===== src/rtl/mc_control_unit_if.sv =====
// Control-unit <-> datapath bundle: IR fields and flags in, datapath strobes/selects out.
// Latency: n/a (wires only). Backpressure: none, the datapath always follows the strobes.
// Ports: Op/Funct/Zero from datapath; PC_En..ALU_Control, State, Illegal, Instr_Count to datapath.
interface mc_control_unit_if #(
  parameter int CNT_W = 16
);
  logic [5:0]       Op;
  logic [5:0]       Funct;
  logic             Zero;
  logic             PC_En;
  logic             I_or_D;
  logic             Mem_Write;
  logic             IR_Write;
  logic             Reg_Write;
  logic             ALU_Src_A;
  logic [1:0]       Reg_Dst;
  logic [1:0]       Mem_to_Reg;
  logic [1:0]       ALU_Src_B;
  logic [1:0]       PC_Src;
  logic             Imm_Zext;
  logic [2:0]       ALU_Control;
  logic [3:0]       State;
  logic             Illegal;
  logic [CNT_W-1:0] Instr_Count;

  // Control unit side.
  modport slave (
    input  Op, Funct, Zero,
    output PC_En, I_or_D, Mem_Write, IR_Write, Reg_Write, ALU_Src_A,
           Reg_Dst, Mem_to_Reg, ALU_Src_B, PC_Src, Imm_Zext, ALU_Control,
           State, Illegal, Instr_Count
  );

  // Datapath side.
  modport master (
    output Op, Funct, Zero,
    input  PC_En, I_or_D, Mem_Write, IR_Write, Reg_Write, ALU_Src_A,
           Reg_Dst, Mem_to_Reg, ALU_Src_B, PC_Src, Imm_Zext, ALU_Control,
           State, Illegal, Instr_Count
  );
endinterface


===== src/rtl/mc_control_unit.sv =====
// Multicycle MIPS-subset control FSM with sticky illegal flag and retired-instruction counter.
// Latency: 3 cycles (beq/bne/j/jal/jr), 4 (R-type, sw, I-type ALU), 5 (lw).
// Backpressure: none; ports are clk, reset (async active-low) and the bus interface (slave side).
module mc_control_unit #(
  parameter int CNT_W  = 16,
  parameter bit EN_EXT = 1'b1
) (
  input  logic         clk,
  input  logic         reset,
  mc_control_unit_if.slave bus
);

  typedef enum logic [3:0] {
    S_FETCH  = 4'd0,
    S_DECODE = 4'd1,
    S_MEMADR = 4'd2,
    S_MEMRD  = 4'd3,
    S_MEMWB  = 4'd4,
    S_MEMWR  = 4'd5,
    S_EXEC   = 4'd6,
    S_ALUWB  = 4'd7,
    S_BRANCH = 4'd8,
    S_IMMEX  = 4'd9,
    S_IMMWB  = 4'd10,
    S_JUMP   = 4'd11,
    S_JAL    = 4'd12,
    S_JR     = 4'd13
  } state_t;

  typedef struct packed {
    logic       pc_en;
    logic       i_or_d;
    logic       mem_write;
    logic       ir_write;
    logic       reg_write;
    logic       alu_src_a;
    logic [1:0] reg_dst;
    logic [1:0] mem_to_reg;
    logic [1:0] alu_src_b;
    logic [1:0] pc_src;
    logic       imm_zext;
    logic [2:0] alu_control;
  } ctl_t;

  localparam logic [5:0] OP_RTYPE = 6'b000000;
  localparam logic [5:0] OP_J     = 6'b000010;
  localparam logic [5:0] OP_JAL   = 6'b000011;
  localparam logic [5:0] OP_BEQ   = 6'b000100;
  localparam logic [5:0] OP_BNE   = 6'b000101;
  localparam logic [5:0] OP_ADDI  = 6'b001000;
  localparam logic [5:0] OP_SLTI  = 6'b001010;
  localparam logic [5:0] OP_ANDI  = 6'b001100;
  localparam logic [5:0] OP_ORI   = 6'b001101;
  localparam logic [5:0] OP_LW    = 6'b100011;
  localparam logic [5:0] OP_SW    = 6'b101011;

  localparam logic [5:0] F_JR  = 6'b001000;
  localparam logic [5:0] F_ADD = 6'b100000;
  localparam logic [5:0] F_SUB = 6'b100010;
  localparam logic [5:0] F_AND = 6'b100100;
  localparam logic [5:0] F_OR  = 6'b100101;
  localparam logic [5:0] F_SLT = 6'b101010;

  localparam logic [2:0] ALU_AND = 3'b000;
  localparam logic [2:0] ALU_OR  = 3'b001;
  localparam logic [2:0] ALU_ADD = 3'b010;
  localparam logic [2:0] ALU_SUB = 3'b110;
  localparam logic [2:0] ALU_SLT = 3'b111;

  // Target of DECODE; anything not recognised (or extended while disabled) falls back to FETCH.
  function automatic state_t decode_target(input logic [5:0] op, input logic [5:0] funct);
    state_t s;
    s = S_FETCH;
    case (op)
      OP_LW, OP_SW: s = S_MEMADR;
      OP_RTYPE: begin
        case (funct)
          F_ADD, F_SUB, F_AND, F_OR, F_SLT: s = S_EXEC;
          F_JR:    s = EN_EXT ? S_JR : S_FETCH;
          default: s = S_FETCH;
        endcase
      end
      OP_BEQ:                    s = S_BRANCH;
      OP_BNE:                    s = EN_EXT ? S_BRANCH : S_FETCH;
      OP_ADDI:                   s = S_IMMEX;
      OP_ANDI, OP_ORI, OP_SLTI:  s = EN_EXT ? S_IMMEX : S_FETCH;
      OP_J:                      s = S_JUMP;
      OP_JAL:                    s = EN_EXT ? S_JAL : S_FETCH;
      default:                   s = S_FETCH;
    endcase
    return s;
  endfunction

  function automatic state_t next_state(input state_t s, input logic [5:0] op,
                                        input logic [5:0] funct);
    state_t n;
    case (s)
      S_FETCH:  n = S_DECODE;
      S_DECODE: n = decode_target(op, funct);
      S_MEMADR: n = (op == OP_SW) ? S_MEMWR : S_MEMRD;
      S_MEMRD:  n = S_MEMWB;
      S_EXEC:   n = S_ALUWB;
      S_IMMEX:  n = S_IMMWB;
      default:  n = S_FETCH;
    endcase
    return n;
  endfunction

  // Control word for a state. Op/Funct are stable in IR from DECODE onward, so the
  // word can be computed one edge early and registered.
  function automatic ctl_t ctl_for(input state_t s, input logic [5:0] op,
                                   input logic [5:0] funct);
    ctl_t c;
    c = '0;
    case (s)
      S_FETCH: begin
        c.ir_write = 1'b1; c.alu_src_b = 2'b01; c.alu_control = ALU_ADD; c.pc_en = 1'b1;
      end
      S_DECODE: begin
        c.alu_src_b = 2'b11; c.alu_control = ALU_ADD;
      end
      S_MEMADR: begin
        c.alu_src_a = 1'b1; c.alu_src_b = 2'b10; c.alu_control = ALU_ADD;
      end
      S_MEMRD: c.i_or_d = 1'b1;
      S_MEMWB: begin
        c.mem_to_reg = 2'b01; c.reg_write = 1'b1;
      end
      S_MEMWR: begin
        c.i_or_d = 1'b1; c.mem_write = 1'b1;
      end
      S_EXEC: begin
        c.alu_src_a = 1'b1;
        case (funct)
          F_SUB:   c.alu_control = ALU_SUB;
          F_AND:   c.alu_control = ALU_AND;
          F_OR:    c.alu_control = ALU_OR;
          F_SLT:   c.alu_control = ALU_SLT;
          default: c.alu_control = ALU_ADD;
        endcase
      end
      S_ALUWB: begin
        c.reg_dst = 2'b01; c.reg_write = 1'b1;
      end
      // PC_En for branches is resolved combinationally against Zero at the output.
      S_BRANCH: begin
        c.alu_src_a = 1'b1; c.alu_control = ALU_SUB; c.pc_src = 2'b01;
      end
      S_IMMEX: begin
        c.alu_src_a = 1'b1; c.alu_src_b = 2'b10;
        case (op)
          OP_ANDI: begin c.alu_control = ALU_AND; c.imm_zext = 1'b1; end
          OP_ORI:  begin c.alu_control = ALU_OR;  c.imm_zext = 1'b1; end
          OP_SLTI: c.alu_control = ALU_SLT;
          default: c.alu_control = ALU_ADD;
        endcase
      end
      S_IMMWB: c.reg_write = 1'b1;
      S_JUMP: begin
        c.pc_src = 2'b10; c.pc_en = 1'b1;
      end
      S_JAL: begin
        c.pc_src = 2'b10; c.pc_en = 1'b1; c.reg_dst = 2'b10; c.mem_to_reg = 2'b10;
        c.reg_write = 1'b1;
      end
      S_JR: begin
        c.pc_src = 2'b11; c.pc_en = 1'b1;
      end
      default: c = '0;
    endcase
    return c;
  endfunction

  function automatic logic is_terminal(input state_t s);
    return (s == S_MEMWB) || (s == S_MEMWR) || (s == S_ALUWB) || (s == S_BRANCH) ||
           (s == S_IMMWB) || (s == S_JUMP)  || (s == S_JAL)   || (s == S_JR);
  endfunction

  state_t           state;
  state_t           nxt;
  ctl_t             ctl;
  logic             illegal;
  logic [CNT_W-1:0] cnt;
  logic             br_take;

  assign nxt = next_state(state, bus.Op, bus.Funct);

  always_ff @(posedge clk or negedge reset) begin
    if (!reset) begin
      state   <= S_FETCH;
      ctl     <= ctl_for(S_FETCH, 6'd0, 6'd0);
      illegal <= 1'b0;
      cnt     <= '0;
    end else begin
      state <= nxt;
      ctl   <= ctl_for(nxt, bus.Op, bus.Funct);
      // Only an undecodable instruction takes DECODE straight back to FETCH.
      if (state == S_DECODE && nxt == S_FETCH) illegal <= 1'b1;
      if (is_terminal(state)) cnt <= cnt + 1'b1;
    end
  end

  // beq takes the branch on Zero, bne on !Zero.
  assign br_take = (state == S_BRANCH) && ((bus.Op == OP_BNE) ? !bus.Zero : bus.Zero);

  // Write strobes are held off for the whole time reset is low, not just until the next edge.
  assign bus.PC_En       = reset & (ctl.pc_en | br_take);
  assign bus.IR_Write    = reset & ctl.ir_write;
  assign bus.Mem_Write   = reset & ctl.mem_write;
  assign bus.Reg_Write   = reset & ctl.reg_write;
  assign bus.I_or_D      = ctl.i_or_d;
  assign bus.ALU_Src_A   = ctl.alu_src_a;
  assign bus.Reg_Dst     = ctl.reg_dst;
  assign bus.Mem_to_Reg  = ctl.mem_to_reg;
  assign bus.ALU_Src_B   = ctl.alu_src_b;
  assign bus.PC_Src      = ctl.pc_src;
  assign bus.Imm_Zext    = ctl.imm_zext;
  assign bus.ALU_Control = ctl.alu_control;
  assign bus.State       = state;
  assign bus.Illegal     = illegal;
  assign bus.Instr_Count = cnt;

endmodule


===== src/flat_wrapper.sv =====
// flat-port wrapper written by rule: the top's interface ports become plain ports
module mc_control_unit_flat 
#(
  parameter int CNT_W  = 16,
  parameter bit EN_EXT = 1'b1
)
  (clk, reset, bus_Op, bus_Funct, bus_Zero, bus_PC_En, bus_I_or_D, bus_Mem_Write, bus_IR_Write, bus_Reg_Write, bus_ALU_Src_A, bus_Reg_Dst, bus_Mem_to_Reg, bus_ALU_Src_B, bus_PC_Src, bus_Imm_Zext, bus_ALU_Control, bus_State, bus_Illegal, bus_Instr_Count);
  mc_control_unit_if #(.CNT_W(CNT_W)) bus_i ();
  input  logic clk;
  input  logic reset;
  input wire logic [$bits(bus_i.Op)-1:0] bus_Op;
  input wire logic [$bits(bus_i.Funct)-1:0] bus_Funct;
  input wire logic [$bits(bus_i.Zero)-1:0] bus_Zero;
  output wire logic [$bits(bus_i.PC_En)-1:0] bus_PC_En;
  output wire logic [$bits(bus_i.I_or_D)-1:0] bus_I_or_D;
  output wire logic [$bits(bus_i.Mem_Write)-1:0] bus_Mem_Write;
  output wire logic [$bits(bus_i.IR_Write)-1:0] bus_IR_Write;
  output wire logic [$bits(bus_i.Reg_Write)-1:0] bus_Reg_Write;
  output wire logic [$bits(bus_i.ALU_Src_A)-1:0] bus_ALU_Src_A;
  output wire logic [$bits(bus_i.Reg_Dst)-1:0] bus_Reg_Dst;
  output wire logic [$bits(bus_i.Mem_to_Reg)-1:0] bus_Mem_to_Reg;
  output wire logic [$bits(bus_i.ALU_Src_B)-1:0] bus_ALU_Src_B;
  output wire logic [$bits(bus_i.PC_Src)-1:0] bus_PC_Src;
  output wire logic [$bits(bus_i.Imm_Zext)-1:0] bus_Imm_Zext;
  output wire logic [$bits(bus_i.ALU_Control)-1:0] bus_ALU_Control;
  output wire logic [$bits(bus_i.State)-1:0] bus_State;
  output wire logic [$bits(bus_i.Illegal)-1:0] bus_Illegal;
  output wire logic [$bits(bus_i.Instr_Count)-1:0] bus_Instr_Count;
  assign bus_i.Op = bus_Op;
  assign bus_i.Funct = bus_Funct;
  assign bus_i.Zero = bus_Zero;
  assign bus_PC_En = bus_i.PC_En;
  assign bus_I_or_D = bus_i.I_or_D;
  assign bus_Mem_Write = bus_i.Mem_Write;
  assign bus_IR_Write = bus_i.IR_Write;
  assign bus_Reg_Write = bus_i.Reg_Write;
  assign bus_ALU_Src_A = bus_i.ALU_Src_A;
  assign bus_Reg_Dst = bus_i.Reg_Dst;
  assign bus_Mem_to_Reg = bus_i.Mem_to_Reg;
  assign bus_ALU_Src_B = bus_i.ALU_Src_B;
  assign bus_PC_Src = bus_i.PC_Src;
  assign bus_Imm_Zext = bus_i.Imm_Zext;
  assign bus_ALU_Control = bus_i.ALU_Control;
  assign bus_State = bus_i.State;
  assign bus_Illegal = bus_i.Illegal;
  assign bus_Instr_Count = bus_i.Instr_Count;
  mc_control_unit #(.CNT_W(CNT_W), .EN_EXT(EN_EXT)) u_core (.clk(clk), .reset(reset), .bus(bus_i));
endmodule

===== config.mk =====
export PLATFORM = sky130hd
export DESIGN_NAME = mc_control_unit_flat
export DESIGN_NICKNAME = d
export VERILOG_FILES = /design/src/rtl/mc_control_unit_if.sv /design/src/rtl/mc_control_unit.sv /design/src/flat_wrapper.sv
export SDC_FILE = /design/constraint.sdc
export NUM_CORES = 1
export LEC_CHECK = 0
export CORE_UTILIZATION = 35
export CTS_BUF_LIST = sky130_fd_sc_hd__clkbuf_2
export DETAILED_ROUTE_END_ITERATION = 8
export GPL_TIMING_DRIVEN = 0
export MAX_ROUTING_LAYER = met4
export SLEW_MARGIN = 20
export SYNTH_ARGS = -nofsm -noshare
export SYNTH_HDL_FRONTEND = slang
export SYNTH_SLANG_ARGS = --single-unit

===== constraint.sdc =====
create_clock -name clk -period 2 [get_ports clk]
set_input_delay 0.4 -clock clk [delete_from_list [all_inputs] [get_ports clk]]
set_output_delay 0.4 -clock clk [all_outputs]
set_load 0.01 [all_outputs]

==> flow_metrics.env <==
export IMPL_status="finished, violations left"
export IMPL_violations="negative setup slack"
export IMPL_grt_antenna_before_repair=0
export IMPL_placed_cell_area_um2=2810
export IMPL_r2r_setup_slack_ns=-0.03
export IMPL_netlist_area_um2=2120
export IMPL_syn_instance_count=216
export IMPL_finalNetCount=313
export IMPL_track_usage=0.171
export IMPL_grt_pass1_vias=1721
export IMPL_powerDensity_nw_per_um2=934
export IMPL_cap_violations=0
export IMPL_fin_crit_sh=1.05
export IMPL_start_util=0.361
export IMPL_setup_viol=8
export IMPL_ys_seq_area_frac=0.450
export IMPL_setup_ws_ns=-0.0932
export IMPL_wl_um=5060
export IMPL_synthesis_nets=232
export IMPL_finClkSkew_ns=0.0289
export IMPL_die_y_um=79.9
export IMPL_slew_violations=0
export IMPL_avgRoutedWirePerCell_um=13.6
export IMPL_worst_setup_path_type="in2reg"
export IMPL_maxSlewHeadroom=0.598
export IMPL_drcViolationCount=0
export IMPL_r2r_start="u_core.bus.State[1]"
export IMPL_design_area_um2=3180
export IMPL_rsz0062_at_grt="yes"
export IMPL_die_area_um2=6390
export IMPL_gr_total_overflow=0
export IMPL_crit_path_end_kind="register"
export IMPL_finalHoldViolations=0
export IMPL_whs_ns=0.121
export IMPL_portBuffers=49
export IMPL_num_io_pins=54
export IMPL_clockBufferDepth=2
export IMPL_gp_congestion=0.812
export IMPL_synth_top_flop_cell="dfrtp_1"
export IMPL_avgSynthCellArea_um2=9.84
export IMPL_cts_made_buffers=5
export IMPL_worst_pin_slew_ns=0.599
export IMPL_numClockSinks=38
export IMPL_period_minus_slack_ns=2.09
export IMPL_finalNonFillerCells=373
export IMPL_cts_tree="done"
export IMPL_r2r_cells=6
export IMPL_drtIter0Drc=22
export IMPL_p_leak_nw=1.36
export IMPL_dp_hpwl_um=3440
export IMPL_r2r_end="u_core.bus.ALU_Control[2]"
export IMPL_cts_reportedPaths_clkPinSlew_ns=0.20
export IMPL_synth_edf_count=0
export IMPL_fmax_mhz=478
export IMPL_ys_async_sr_fraction=1.00
export IMPL_synth_warnings=0
export IMPL_avgViaCountPerCell=5.01
export IMPL_worstSkewPairLatency_ns=0.39
export IMPL_core_rowCount=28
export IMPL_ys_types=55
export IMPL_grt_pass1_wl_um=8140
export IMPL_crit_path_start_kind="primary input"
export IMPL_cts_root_buf="clkbuf_2"
export IMPL_cts_max_level=2
export IMPL_crit_required_ns=2.31
export IMPL_antenna_left=0
export IMPL_syn_to_final_growth_pct=49.9
export IMPL_core_um2=5890
export IMPL_place_ws_ns=-0.950
export IMPL_diodes=0
export IMPL_hold_class="in2async"
export IMPL_dp_cells=341
export IMPL_final_util=0.541
export IMPL_irDropWorstVdd_mv=0.387
export IMPL_fin_tns_setup_ns=-0.457
export IMPL_crit_arrival_ns=2.40
export IMPL_grt_max_degree=17
export IMPL_die_w_um=79.9
export IMPL_route_vias_total=1870
export IMPL_total_power_mw=2.97
export IMPL_drive_gt1_frac=0.332
export IMPL_crit_fanout=8
export IMPL_synth_seq_cells=38
export IMPL_drt_pass1_iter_count=4
[kinds of logic (layout without fill, tap and decap cells)]
family | Yosys count | after routing | share of synthesized area
buffers and inverters | 28 | 109 | 0.0824
multiplexers | 2 | 2 | 0.0100
AO/OA/AOI/OAI | 34 | 34 | 0.118
flip-flops | 38 | 38 | 0.450
XOR/XNOR | 18 | 18 | 0.0742
adder cells (fa/ha/maj) | 2 | 2 | 0.0106
AND/OR/NAND/NOR | 94 | 95 | 0.254
[final cells by class]
cell class	count	area (um^2)
plain buffers	20	166
clock buffers	6	30.0
clock inverters	2	33.8
fillers	548	2700
inverters	5	18.8
multi-input cells	151	1180
flip-flops and latches	38	960
well taps	75	93.8
repair buffers	76	703
[worst max path at each step]
stage | start | to | slack (ns)
after global routing | u_core.bus.State[2] | u_core.bus.ALU_Control[2] | -0.15
after global placement | reset | bus_IR_Write | -1.37
after CTS | u_core.bus.State[2] | u_core.bus.ALU_Control[0] | -0.07
after detailed placement | bus_Op[4] | bus_PC_En | -0.95
after floorplan | bus_Funct[1] | u_core.bus.ALU_Control[0] | -0.18
final | bus_Funct[0] | u_core.ctl[17] | -0.09
[report_power, final]
group / total (mW) / internal [mW] / switching [mW]
sequential: 1.04 / 0.939 / 0.0975
combinational: 1.48 / 0.775 / 0.703
clock: 0.459 / 0.213 / 0.246
total: 2.97 / 1.93 / 1.05
[layout by cell type (no fill, tap or decap), types with 2 or more instances in the layout]
cell             netlist  layout
nand4_1                4       4
dfstp_2                4       4
nor2_2                 0       2
buf_2                  5       6
nand2_1               13      12
o211ai_1               4       4
and4_1                 3       3
dfrtp_2                0       3
clkdlybuf4s50_1        0      37
xnor2_1               11      11
inv_1                  5       4
or3_1                  2       2
nor2_1                15      12
a21oi_1                6       5
clkbuf_2               0       8
dlygate4sd2_1          0       2
nand3b_1               2       2
nor3_2                 0       3
buf_4                 11      36
o21ai_0                7       5
clkbuf_4               0       2
dlygate4sd3_1          0       2
nor3b_1                6       5
dfrtp_1               34      31
o31ai_1                2       2
xor2_1                 7       7
dlymetal6s2s_1         0       2
buf_6                  3       3
nand3_1               11      10
nand2b_1               7       4
and2_1                 5       4
nor3_1                 6       2
and3_1                 4       4
nand2b_4               0       2
[worst max-delay path: stages]
cell and delay (ns):
clkdlybuf4s50_1 0.50, nor2_1 0.10, o221ai_1 0.25, o22ai_2 0.15, a21o_1 0.19, buf_4 0.16, or4_4 0.53, o21ai_1 0.11
[synthesized netlist by cell type (2+ instances only)]
| master | count | share of area |
|---|---|---|
| a211oi_1 | 2 | 0.0071 |
| a21oi_1 | 6 | 0.014 |
| and2_1 | 5 | 0.015 |
| and3_1 | 4 | 0.012 |
| and4_1 | 3 | 0.012 |
| buf_2 | 5 | 0.012 |
| buf_4 | 11 | 0.039 |
| buf_6 | 3 | 0.016 |
| clkbuf_1 | 4 | 0.0071 |
| dfrtp_1 | 34 | 0.40 |
| dfstp_2 | 4 | 0.049 |
| inv_1 | 5 | 0.0088 |
| nand2_1 | 13 | 0.023 |
| nand2b_1 | 7 | 0.021 |
| nand3_1 | 11 | 0.026 |
| nand3b_1 | 2 | 0.0071 |
| nand4_1 | 4 | 0.012 |
| nor2_1 | 15 | 0.026 |
| nor2b_1 | 2 | 0.0059 |
| nor3_1 | 6 | 0.014 |
| nor3b_1 | 6 | 0.021 |
| nor4_1 | 3 | 0.0088 |
| o211ai_1 | 4 | 0.014 |
| o21ai_0 | 7 | 0.016 |
| o31ai_1 | 2 | 0.0071 |
| or3_1 | 2 | 0.0059 |
| or4b_1 | 2 | 0.0094 |
| xnor2_1 | 11 | 0.045 |
| xor2_1 | 7 | 0.029 |
[sequential cells by signal (all words and copies together) (netlist names)]
| name | count |
|---|---|
| u_core.bus.ALU_Control | 3 |
| u_core.bus.Mem_to_Reg | 2 |
| u_core.bus.State | 4 |
| u_core.bus.PC_Src | 2 |
| u_core.bus.ALU_Src_B | 2 |
| u_core.bus.Illegal | 1 |
| u_core.bus.Reg_Dst | 1 |
| u_core.bus.Instr_Count | 16 |
| u_core.bus.ALU_Src_A | 1 |
| u_core.bus.I_or_D | 1 |
| u_core.ctl | 4 |
| u_core.bus.Imm_Zext | 1 |
[routing by layer]
| layer | global-route usage | part of all wire | up-vias |
|---|---|---|---|
| li1 | - | - | 923 |
| met1 | 0.202 | 0.45 | 903 |
| met2 | 0.295 | 0.51 | 38 |
| met3 | 0.0343 | 0.032 | 6 |
| met4 | 0.0482 | 0.012 | 0 |
| met5 | - | 0 | - |
[what timing repair did]
action	4_1_cts	5_1_grt
setup endpoints to repair	23	22
pin swaps	17	10
hold buffers	2	0
endpoints found under the hold margin	8	0
setup buffers	15	8
resized for setup	45	19
cloned	2	0
No activity file was read; power rests on OpenSTA's default activity.
